===== config.mk =====
export PLATFORM = sky130hd
export DESIGN_NAME = frame_capture_ctrl
export DESIGN_NICKNAME = d
export VERILOG_FILES = /design/src/rtl/laser_chaser_pkg.sv /design/src/rtl/frame_addr_gen.sv /design/src/rtl/frame_capture_ctrl.sv
export SDC_FILE = /design/constraint.sdc
export NUM_CORES = 1
export LEC_CHECK = 0
export CORE_MARGIN = 2
export CORE_UTILIZATION = 53
export DETAILED_ROUTE_END_ITERATION = 10
export MAX_ROUTING_LAYER = met4
export PLACE_DENSITY = 0.94
export SKIP_CTS_REPAIR_TIMING = 1
export SLEW_MARGIN = 25
export SYNTH_ARGS = -nofsm -noshare
export SYNTH_HDL_FRONTEND = slang
export SYNTH_SLANG_ARGS = --single-unit

===== constraint.sdc =====
create_clock -name clk_in -period 8.1 [get_ports clk_in]
set_clock_uncertainty 0.1 [all_clocks]
set_input_delay 2.025 -clock clk_in [delete_from_list [all_inputs] [get_ports clk_in]]
set_output_delay 2.025 -clock clk_in [all_outputs]
set_load 0.05 [all_outputs]

===== src/rtl/laser_chaser_pkg.sv =====
// laser_chaser_pkg: frame geometry, capture FSM states and the shift-add row-base helper.
package laser_chaser_pkg;
  localparam int FRAME_W = 320;
  localparam int FRAME_H = 240;
  localparam int FRAME_PIXELS = FRAME_W * FRAME_H;
  localparam int ADDR_W = 17;
  typedef enum logic [1:0] {IDLE, ARMED, CAPTURE, DONE} cap_state_t;
  // v*w from the set bits of the constant w, so no multiplier is built
  function automatic logic [31:0] row_base(input logic [7:0] v, input int w);
    logic [31:0] s;
    s = '0;
    for (int i = 0; i < 32; i++)
      if (w[i]) s = s + ({24'd0, v} << i);
    return s;
  endfunction
endpackage


===== src/rtl/frame_addr_gen.sv =====
// frame_addr_gen: range-checked pixel to frame-buffer write, registered with 1-cycle latency.
module frame_addr_gen #(
  parameter int FRAME_W = laser_chaser_pkg::FRAME_W,
  parameter int FRAME_H = laser_chaser_pkg::FRAME_H,
  parameter int ADDR_W = laser_chaser_pkg::ADDR_W
) (
  input  logic              clk_in,
  input  logic              rst_in,
  input  logic              en,
  input  logic [15:0]       pixel_in,
  input  logic [8:0]        hcount_in,
  input  logic [7:0]        vcount_in,
  output logic              accept,
  output logic              we_out,
  output logic [ADDR_W-1:0] addr_out,
  output logic [15:0]       data_out
);
  assign accept = en && (32'(hcount_in) < FRAME_W) && (32'(vcount_in) < FRAME_H);
  always_ff @(posedge clk_in) begin
    if (rst_in) begin
      we_out <= 1'b0;
      addr_out <= '0;
      data_out <= '0;
    end else begin
      we_out <= accept;
      if (accept) begin
        addr_out <= ADDR_W'(laser_chaser_pkg::row_base(vcount_in, FRAME_W)) + ADDR_W'(hcount_in);
        data_out <= pixel_in;
      end
    end
  end
endmodule


===== src/rtl/frame_capture_ctrl.sv =====
// frame_capture_ctrl: arms, frame-aligns and validates camera capture into the frame buffer.
// Define DOUBLE_BUFFER_EN for ping-pong banks; otherwise both bank outputs are tied 0.
module frame_capture_ctrl #(
  parameter int FRAME_W = laser_chaser_pkg::FRAME_W,
  parameter int FRAME_H = laser_chaser_pkg::FRAME_H,
  parameter int ADDR_W = laser_chaser_pkg::ADDR_W
) (
  input  logic              clk_in,
  input  logic              rst_in,
  input  logic              start_in,
  input  logic              continuous_in,
  input  logic              stop_in,
  input  logic              data_valid_in,
  input  logic [15:0]       pixel_in,
  input  logic [8:0]        hcount_in,
  input  logic [7:0]        vcount_in,
  input  logic              frame_done_in,
  output logic              we_out,
  output logic [ADDR_W-1:0] addr_out,
  output logic [15:0]       data_out,
  output logic              wr_bank_out,
  output logic              rd_bank_out,
  output logic              frame_ready_out,
  output logic              busy_out,
  output logic              short_err_out,
  output logic [15:0]       frame_cnt_out
);
  import laser_chaser_pkg::*;
  localparam int PIX = FRAME_W * FRAME_H;
  localparam int CNT_W = $clog2(PIX + 1);
  localparam logic [CNT_W-1:0] PIX_C = CNT_W'(PIX);
  cap_state_t state, nxt;
  logic accept, fin, good;
  logic [CNT_W-1:0] cnt, cnt_nxt;
  frame_addr_gen #(.FRAME_W(FRAME_W), .FRAME_H(FRAME_H), .ADDR_W(ADDR_W)) u_addr (
    .clk_in(clk_in),
    .rst_in(rst_in),
    .en(state == CAPTURE && data_valid_in && !stop_in),
    .pixel_in(pixel_in),
    .hcount_in(hcount_in),
    .vcount_in(vcount_in),
    .accept(accept),
    .we_out(we_out),
    .addr_out(addr_out),
    .data_out(data_out)
  );
  // the pixel accepted in the frame_done cycle is already included in cnt_nxt
  always_comb begin
    cnt_nxt = (accept && cnt != PIX_C) ? cnt + 1'b1 : cnt;
    nxt = stop_in ? IDLE :
          state == IDLE ? (start_in ? ARMED : IDLE) :
          state == ARMED ? (frame_done_in ? CAPTURE : ARMED) :
          state == CAPTURE ? (frame_done_in ? DONE : CAPTURE) :
          (continuous_in ? ARMED : IDLE);
  end
  assign fin = state == CAPTURE && nxt == DONE;
  assign good = fin && cnt_nxt == PIX_C;
  always_ff @(posedge clk_in) begin
    if (rst_in) begin
      state <= IDLE;
      cnt <= '0;
      frame_ready_out <= 1'b0;
      short_err_out <= 1'b0;
      busy_out <= 1'b0;
      frame_cnt_out <= '0;
    end else begin
      state <= nxt;
      cnt <= (state == CAPTURE && nxt == CAPTURE) ? cnt_nxt : '0;
      frame_ready_out <= good;
      short_err_out <= fin && !good;
      busy_out <= nxt == ARMED || nxt == CAPTURE;
      frame_cnt_out <= frame_cnt_out + {15'd0, good};
    end
  end
`ifdef DOUBLE_BUFFER_EN
  logic rd_bank;
  always_ff @(posedge clk_in) begin
    if (rst_in) rd_bank <= 1'b0;
    else rd_bank <= rd_bank ^ good;
  end
  assign rd_bank_out = rd_bank;
  assign wr_bank_out = ~rd_bank;
`else
  assign rd_bank_out = 1'b0;
  assign wr_bank_out = 1'b0;
`endif
endmodule

==> results_dict.tcl, run 1 <==
set metrics [dict create \
    worstPathRequired_ps 8280 \
    wl_per_cell_um 15.67 \
    cts_buffer_depth 2 \
    die_h_um 87.31 \
    leakage_uw 0.001720 \
    place_inst 601 \
    wl_um 9668 \
    status "finished, final reports clean" \
    crit_arrival_ps 5830 \
    io_buffers 92 \
    power-per-cell-area_nw_per_um2 158.3 \
    drt_iter0_drc 234 \
    finalCritPeriodShare 0.6977 \
    criticalPathCategory "in -> reg" \
    fmax_ghz 0.1770 \
    diodes 0 \
    layout_commonest_cell "clkdlybuf4s50_1" \
    start_kind "input port" \
    synth_edf_count 0 \
    slew_viol_final 0 \
    netlist_instances 450 \
    yosysTopAreaCellShare 0.3918 \
    grt_antenna_before_repair 0 \
    tightest_slew_ps 958.5 \
    endpoint_kind "flop" \
    synth_largest_area_cell "dfxtp_1" \
    cts_made_buffers 9 \
    fillers 513 \
    track_usage 0.2643 \
    viasPerCell 5.755 \
    gp_congestion 0.9462 \
    fin_cells 617 \
    core_um2 6756 \
    maxCapViolations 0 \
    async_flop_share 0 \
    drc 0 \
    initial_core_util 0.5444 \
    syn_area_um2 3679 \
    dieWidth_um 87.31 \
    clock_latency_ps 360 \
    dp_hpwl_um 6819 \
    vias 3551 \
    yosys_warnings 0 \
    clockRootBuffer "clkbuf_8" \
    worst_ir_drop_vdd_v 0.0001047 \
    cts-htree-levels 3 \
    fp-row-count 30 \
    r2r_cells 12 \
    avgSynthCellArea_um2 8.175 \
    overflow 0 \
    hold_violations 0 \
    clk_transition_reported_paths_ps 90 \
    tritoncts "done" \
    final_cell_mix "clkdlybuf4s50_1, dfxtp_1, nand2_1, nor2_1, a21oi_1" \
    setup-violations-final 0 \
    yosysSeqAreaShare 0.3918 \
    io_pins 95 \
    rsz0062_at_grt "false" \
    final_antenna_net_count 0 \
    synth_seq_cells 72 \
    grt_pass1_wl_um 15430 \
    fin_tns_setup_ps 0 \
    drive_gt1_frac 0.05400 \
    synth_ff_type "dfxtp_1" \
    grt_start_max_net_pins 54 \
    slew_headroom 0.3610 \
    clock_sinks 72 \
    hold_path_depth 2 \
    grt_pass1_vias 3350 \
    syn2layout_area_growth_pct 31.36 \
    cp_max_fo 41 \
    die_area_um2 7623 \
    dr.pass1.iters 5 \
    hold_path_class "reg -> reg" \
    nNetsFinal 589 \
    synth.area.top_cells "dfxtp_1, nand2_1, a21oi_1" \
    timing.final.crit_period_ps 5651 \
    ys_types 60 \
]
## worst paths after layout
check	from	endpoint	slack [ps]
setup reg to reg	state[1]	frame_cnt_out[14]	4260
hold / removal	u_addr.data_out[12]	u_addr.data_out[12]	360
setup / recovery	hcount_in[7]	frame_cnt_out[14]	2450
hold reg to reg	u_addr.data_out[12]	u_addr.data_out[12]	360
## power by group
group	leakage (uW)	internal [uW]	total [uW]	switching, uW
Sequential	0.000580	355	355	0.856
Clock	0.000116	177	328	151
Combinational	0.00102	39.4	81.5	42.1
## stage by stage
step | hold slack, ps | power [uW] | instance area (um^2) | utilization | setup slack (ps)
after floorplan | 397.3 | 413.8 | 3682 | - | 3122
after global placement | 341.7 | 441.3 | 4606 | 0.6817 | 2372
after detailed placement | 345.7 | 444.0 | 4606 | 0.6817 | 2169
after CTS | 363.3 | 764.4 | 4832 | 0.7152 | 2473
after global routing | 388.4 | 790.5 | 4832 | 0.7152 | 2141
final | 360.1 | 764.9 | 4832 | 0.7152 | 2449
## flip-flops by register name (all words and copies together) (netlist names), 2 cells and up
name	count
cnt	17
u_addr.addr_out	17
frame_cnt_out	16
u_addr.data_out	16
state	2
## worst max-delay path, stage by stage
cell	delay [ps]
clkdlybuf4s50_1	450
o21ai_0	380
and3_1	270
buf_4	390
nand2_1	130
a211o_1	320
a2111o_1	410
nor3_1	220
ha_1	220
ha_1	270
nand4_1	190
or3_1	380
a21oi_1	160
## routing by layer
layer,GRT usage,routed length [um],up-vias
li1,-,-,1734
met1,0.3184,4063,1677
met2,0.4483,4922,121
met3,0.05308,545,19
met4,0.07413,137,0
met5,-,0,-
## final cells by class
type | count | area, um^2 | area share
Clock buffer | 9 | 123.9 | 0.02563
Clock inverter | 7 | 102.6 | 0.02123
Inverter | 13 | 48.80 | 0.01010
Multi-Input combinational cell | 342 | 2085 | 0.4314
Sequential cell | 72 | 1441 | 0.2983
Tap cell | 80 | 100.1 | 0.02071
Timing Repair Buffer | 94 | 930.9 | 0.1926
## cell usage after synthesis (all sizes together), types with 2 or more instances
| cell | n |
|---|---|
| or4 | 4 |
| a311oi | 2 |
| o31ai | 2 |
| fa | 2 |
| nand3 | 24 |
| nand2b | 3 |
| and3 | 10 |
| nor3 | 11 |
| nor4 | 2 |
| nand2 | 63 |
| a21o | 2 |
| and2 | 2 |
| and4 | 2 |
| o21ai | 13 |
| or2 | 3 |
| dfxtp | 72 |
| nor2b | 7 |
| o22ai | 2 |
| or3 | 7 |
| mux2i | 2 |
| a211o | 4 |
| nand4 | 6 |
| xor2 | 14 |
| ha | 15 |
| o211ai | 2 |
| buf | 8 |
| a21oi | 40 |
| xnor2 | 19 |
| a211oi | 8 |
| inv | 13 |
| nor2 | 48 |
| clkbuf | 16 |
| nand3b | 3 |
## cell families after synthesis
logic type / after synthesis / synth area share
AND/OR/NAND/NOR: 199 / 0.2629
buffers and inverters: 37 / 0.04252
AO/OA/AOI/OAI: 88 / 0.1527
other: 1 / 0.001019
XOR/XNOR: 33 / 0.07857
adder cells (fa/ha/maj): 17 / 0.06191
multiplexers: 3 / 0.008503
flip-flops: 72 / 0.3918
Note: power is estimated with default switching activity, not from simulation.
==> run 2: changes to the inputs <==
--- a/config.mk
+++ b/config.mk
@@ -6,10 +6,10 @@
 export NUM_CORES = 1
 export LEC_CHECK = 0
 export CORE_MARGIN = 2
-export CORE_UTILIZATION = 53
+export CORE_UTILIZATION = 44
 export DETAILED_ROUTE_END_ITERATION = 10
 export MAX_ROUTING_LAYER = met4
-export PLACE_DENSITY = 0.94
+export PLACE_DENSITY = 0.84
 export SKIP_CTS_REPAIR_TIMING = 1
 export SLEW_MARGIN = 25
 export SYNTH_ARGS = -nofsm -noshare
==> constraint.sdc (replaced) <==
create_clock -name clk_in -period 4.81 [get_ports clk_in]
set_clock_uncertainty 0.1 [all_clocks]
set_input_delay 1.2025 -clock clk_in [delete_from_list [all_inputs] [get_ports clk_in]]
set_output_delay 1.2025 -clock clk_in [all_outputs]
set_load 0.05 [all_outputs]
==> run 2 against run 1 <==
Hold slack got worse by 7.3 ps. Utilization down 11 points. Critical path depth unchanged. First-iteration DRC count increased by 23%. Global-route usage is 4.8 points lower. Count of clock-buffer cells in the layout is 1 higher. Wire length down 4.2%. Power increased by 59%. Sequential cell count is the same. Worst setup slack worse by 2200 ps. Design area rose by 1.6%. Largest power group unchanged. Sequential share of layout area decreased by 0.46 points.
==> results_dict.tcl, run 2 (synthesis results as in run 1) <==
set metrics [dict create \
    status "finished, final reports clean" \
    grt_pass1_vias 3360 \
    hold_path_class "reg -> reg" \
    grt_antenna_before_repair 0 \
    die_area_um2 9108 \
    start_kind "input port" \
    cts-htree-levels 3 \
    wl_met3_um 749 \
    wl_um 9258 \
    overflow 0 \
    drt_iter0_drc 287 \
    vias 3536 \
    finalCritPeriodShare 0.9409 \
    cts_buffer_depth 2 \
    fin_tns_setup_ps 0 \
    grt_pass1_wl_um 15210 \
    hold_violations 0 \
    final_antenna_net_count 0 \
    slowest_stage "clkdlybuf4s50_1" \
    wl_met2_um 4345 \
    syn2layout_area_growth_pct 33.44 \
    crit_arrival_ps 4700 \
    core_um2 8175 \
    worstPathRequired_ps 4980 \
    diodes 0 \
    dieWidth_um 95.44 \
    tritoncts "done" \
    rsz0062_at_grt "false" \
    final_cell_mix "clkdlybuf4s50_1, dfxtp_1, nand2_1, nor2_1, a21oi_1" \
    slew_headroom 0.5479 \
    fp-row-count 33 \
    dp_hpwl_um 6732 \
    rr_startpoint "cnt[3]" \
    die_h_um 95.44 \
    nNetsFinal 599 \
    fmax_ghz 0.2210 \
    drc 0 \
    r2r_cells 11 \
    clock_sinks 72 \
    slew_viol_final 0 \
    fin_cells 652 \
    drt-met1-wl_um 4086 \
    highest_layer "met4" \
    crit_path_cell_trace "clkdlybuf4s50_1 -> o21ai_0 -> buf_4 -> nand3_1 -> nor3_1 -> mux2_2 -> or3_1 -> nor3_1 -> ha_1 -> and3_1 -> nand3_1 -> or3_1 -> a21oi_1" \
    io_pins 95 \
    clock_latency_ps 340 \
    top_regs "cnt (17), u_addr.addr_out (17)" \
    drive_gt1_frac 0.06947 \
    worst_ir_drop_vdd_v 0.0001890 \
    reg2reg_slack_ps 1020 \
    place_inst 636 \
    power-per-cell-area_nw_per_um2 247.4 \
    endpoint_kind "flop" \
    cp_max_fo 6 \
    setup-violations-final 0 \
    endpoint "frame_cnt_out[13]" \
    track_usage 0.2167 \
    layout_commonest_cell "clkdlybuf4s50_1" \
    tightest_slew_ps 676.2 \
    r2r_end "frame_cnt_out[13]" \
    wl_per_cell_um 14.20 \
    timing.final.crit_period_ps 4526 \
    grt_start_max_net_pins 53 \
    dr.pass1.iters 4 \
    viasPerCell 5.423 \
    slowest_delay_ps 450 \
    startpoint "hcount_in[7]" \
    criticalPathCategory "in -> reg" \
    leakage_uw 0.001750 \
    initial_core_util 0.4500 \
    maxCapViolations 0 \
    clockRootBuffer "clkbuf_8" \
    io_buffers 92 \
    clk_transition_reported_paths_ps 80 \
    cts_made_buffers 9 \
    gp_congestion 0.9217 \
]
-- run 2: cell types whose count changed in the layout (fill, tap and decap cells not counted), sizes merged --
cell      previous run  this run
buf                  3        13
bufinv               2         1
clkbuf               9        10
clkinvlp             0         1
inv                 15        14
-- run 2: cell type report --
class | instances | area [um^2]
clock inverter | 6 | 68.82
inverter | 13 | 48.80
clock buffer | 10 | 127.6
fill | 726 | 3267
timing repair buffer | 104 | 1006
tap | 105 | 131.4
sequential | 72 | 1441
multi-input combinational | 342 | 2085
-- run 2: layer usage --
metal  track usage  vias to the layer above
met1        0.2653                     1659
li1              -                     1742
met2        0.3509                      127
met3       0.05929                        8
met5             -                        -
met4       0.06310                        0
-- run 2: worst max-delay path: cells and delay by family --
family	cells	cell delay, ps
adder cells (fa/ha/maj)	1	220
buffers and inverters	2	620
AND/OR/NAND/NOR	7	1870
multiplexers	1	380
AO/OA/AOI/OAI	2	410
-- run 2: how the worst min path moves through the flow --
stage,from,endpoint,slack (ps),cells past startpoint
detailed placement,u_addr.addr_out[9],u_addr.addr_out[9],340,2
floorplan,cnt[12],cnt[12],400,2
global route,u_addr.data_out[6],u_addr.data_out[6],380,2
finish,u_addr.addr_out[9],u_addr.addr_out[9],350,2
global placement,u_addr.addr_out[10],u_addr.addr_out[10],340,2
CTS,u_addr.addr_out[9],u_addr.addr_out[9],350,2
-- run 2: report_power, final --
group,internal (uW),switching (uW),total [uW]
Clock,242,235,477
Combinational,68.0,70.8,139
Sequential,597,1.28,599
Total,908,307,1210
-- run 2: metrics by stage --
| stage | cell area, um^2 | utilization | total power (uW) | hold slack [ps] | setup WS, ps |
|---|---|---|---|---|---|
| 5_1_grt | 4908 | 0.6004 | 1260 | 381.1 | 21.99 |
| 3_3_place_gp | 4712 | 0.5764 | 746.9 | 340.1 | 74.15 |
| 2_1_floorplan | 3682 | - | 696.8 | 397.3 | 654.8 |
| 3_5_place_dp | 4712 | 0.5764 | 748.5 | 343.6 | 16.46 |
| 4_1_cts | 4908 | 0.6004 | 1222 | 352.5 | 370.7 |
| 6_report | 4908 | 0.6004 | 1214 | 352.8 | 284.3 |
==> run 3: changes to the inputs <==
--- a/config.mk
+++ b/config.mk
@@ -8,6 +8,7 @@
 export CORE_MARGIN = 2
 export CORE_UTILIZATION = 44
 export DETAILED_ROUTE_END_ITERATION = 10
+export GPL_TIMING_DRIVEN = 0
 export MAX_ROUTING_LAYER = met4
 export PLACE_DENSITY = 0.84
 export SKIP_CTS_REPAIR_TIMING = 1
==> run 3 against run 2 <==
Worst setup slack lost 67 ps. Sequential power is essentially flat. Sequential share of layout area decreased by 0.39 points. Power grew 6.0%. Global-route usage increased by 1.5 points. Combinational power is essentially flat. Via count grew 0.28%. Critical endpoint is now frame_cnt_out[14]. Largest cell class unchanged.
==> results_dict.tcl, run 3 (synthesis results as in run 1) <==
set metrics [dict create \
    status "finished, final reports clean" \
    setup-violations-final 0 \
    wl_um 9644 \
    fillers 706 \
    top_regs "cnt (17), u_addr.addr_out (17)" \
    clockRootBuffer "clkbuf_8" \
    combPwrFrac 0.110 \
    syn2layout_area_growth_pct 35.24 \
    diodes 0 \
    cts_made_buffers 9 \
    cts-htree-levels 3 \
    dr.pass1.iters 5 \
    endpoint_kind "flop" \
    slew_headroom 0.6104 \
    dp_hpwl_um 7223 \
    clkPwrFrac 0.425 \
    p_int_uw 963.7 \
    place_inst 647 \
    swShare 0.2514 \
    finalCritPeriodShare 0.9549 \
    grt_start_max_net_pins 15 \
    grt_pass1_wl_um 16270 \
    track_usage 0.2318 \
    nNetsFinal 610 \
    leakage_uw 0.001758 \
    power-per-cell-area_nw_per_um2 258.8 \
    io_pins 95 \
    overflow 0 \
    worst_ir_drop_vdd_v 0.0001677 \
    viasPerCell 5.348 \
    start_kind "input port" \
    grt_pass1_vias 3528 \
    core_um2 8175 \
    holdWs_ps 357.3 \
    maxCapViolations 0 \
    hold_violations 0 \
    drive_gt1_frac 0.06989 \
    final_antenna_net_count 0 \
    cts_buffer_depth 2 \
    seqPwrFrac 0.465 \
    io_buffers 91 \
    final_cell_mix "clkdlybuf4s50_1, dfxtp_1, nand2_1, nor2_1, a21oi_1" \
    timing.final.crit_period_ps 4593 \
    wl_per_cell_um 14.55 \
    drt_iter0_drc 309 \
    gp_congestion 0.9122 \
    p_switching_uw 323.7 \
    clk_transition_reported_paths_ps 80 \
    fin_cells 663 \
    worstPathRequired_ps 4990 \
    initial_core_util 0.4500 \
    tritoncts "done" \
    crit_arrival_ps 4780 \
    criticalPathCategory "in -> reg" \
    tightest_slew_ps 584.4 \
    die_area_um2 9108 \
    hold_path_class "reg -> reg" \
    drc 0 \
    grt_antenna_before_repair 0 \
    fp-row-count 33 \
    vias 3546 \
    die_h_um 95.44 \
    dieWidth_um 95.44 \
    clock_sinks 72 \
    cp_max_fo 10 \
    layout_commonest_cell "clkdlybuf4s50_1" \
    clock_latency_ps 350 \
    slew_viol_final 0 \
    power_uw 1287 \
    fmax_ghz 0.2177 \
]
-- run 3: changes by cell type in the layout (fill, tap and decap cells not counted), moves of 2 or more --
cell,before,now
nor3_1,11,9
nor3_2,0,2
clkbuf_2,0,2
clkbuf_1,1,14
buf_4,12,2
buf_1,0,3
-- run 3: stage by stage --
stage	setup slack, ps	utilization	area (um^2)	setup TNS (ps)
after floorplan	654.8	-	3682	0
after global placement	-528.6	0.5779	4725	-4026
after detailed placement	-516.1	0.5779	4725	-4009
after CTS	-182.8	0.6056	4951	-779.4
after global routing	-6.457	0.6085	4975	-6.457
final	216.9	0.6085	4975	0
-- run 3: worst paths after layout --
kind,start,slack (ps),cells after the start,end
max,stop_in,220,13,frame_cnt_out[14]
min,u_addr.data_out[14],360,2,u_addr.data_out[14]
max reg2reg,cnt[5],1080,12,frame_cnt_out[14]
min reg2reg,u_addr.data_out[14],360,2,u_addr.data_out[14]
-- run 3: cell type report --
type,count,area [um^2],area share
clock inverter,7,102.6,0.02062
timing repair buffer,91,910.9,0.1831
sequential,72,1441,0.2897
tap,105,131.4,0.02641
buffer,24,110.1,0.02213
clock buffer,9,123.9,0.02490
multi-input combinational,342,2106,0.4233
inverter,13,48.80,0.009809
-- run 3: power by group through the flow --
stage	Combinational, uW	Clock, uW	Sequential [uW]
global placement	137	0	612
global route	157	577	599
detailed placement	139	0	613
floorplan	80.1	0	617
CTS	140	558	598
finish	141	548	598
-- run 3: critical path, stage by stage --
cell and delay, ps:
clkdlybuf4s50_1 430, and4bb_2 360, nand3_1 130, clkbuf_2 230
nor3_2 260, mux2_2 370, or3_1 370, nor3_2 250
ha_1 210, ha_2 240, nand4_1 190, or3_1 390
a21oi_1 140
-- run 3: routing by layer --
layer | global-route usage | routed length (um) | vias to the layer above
li1 | - | - | 1775
met2 | 0.3762 | 4607 | 114
met4 | 0.06190 | 125 | 0
met5 | - | 0 | -
met1 | 0.2760 | 4168 | 1645
met3 | 0.07905 | 742 | 12
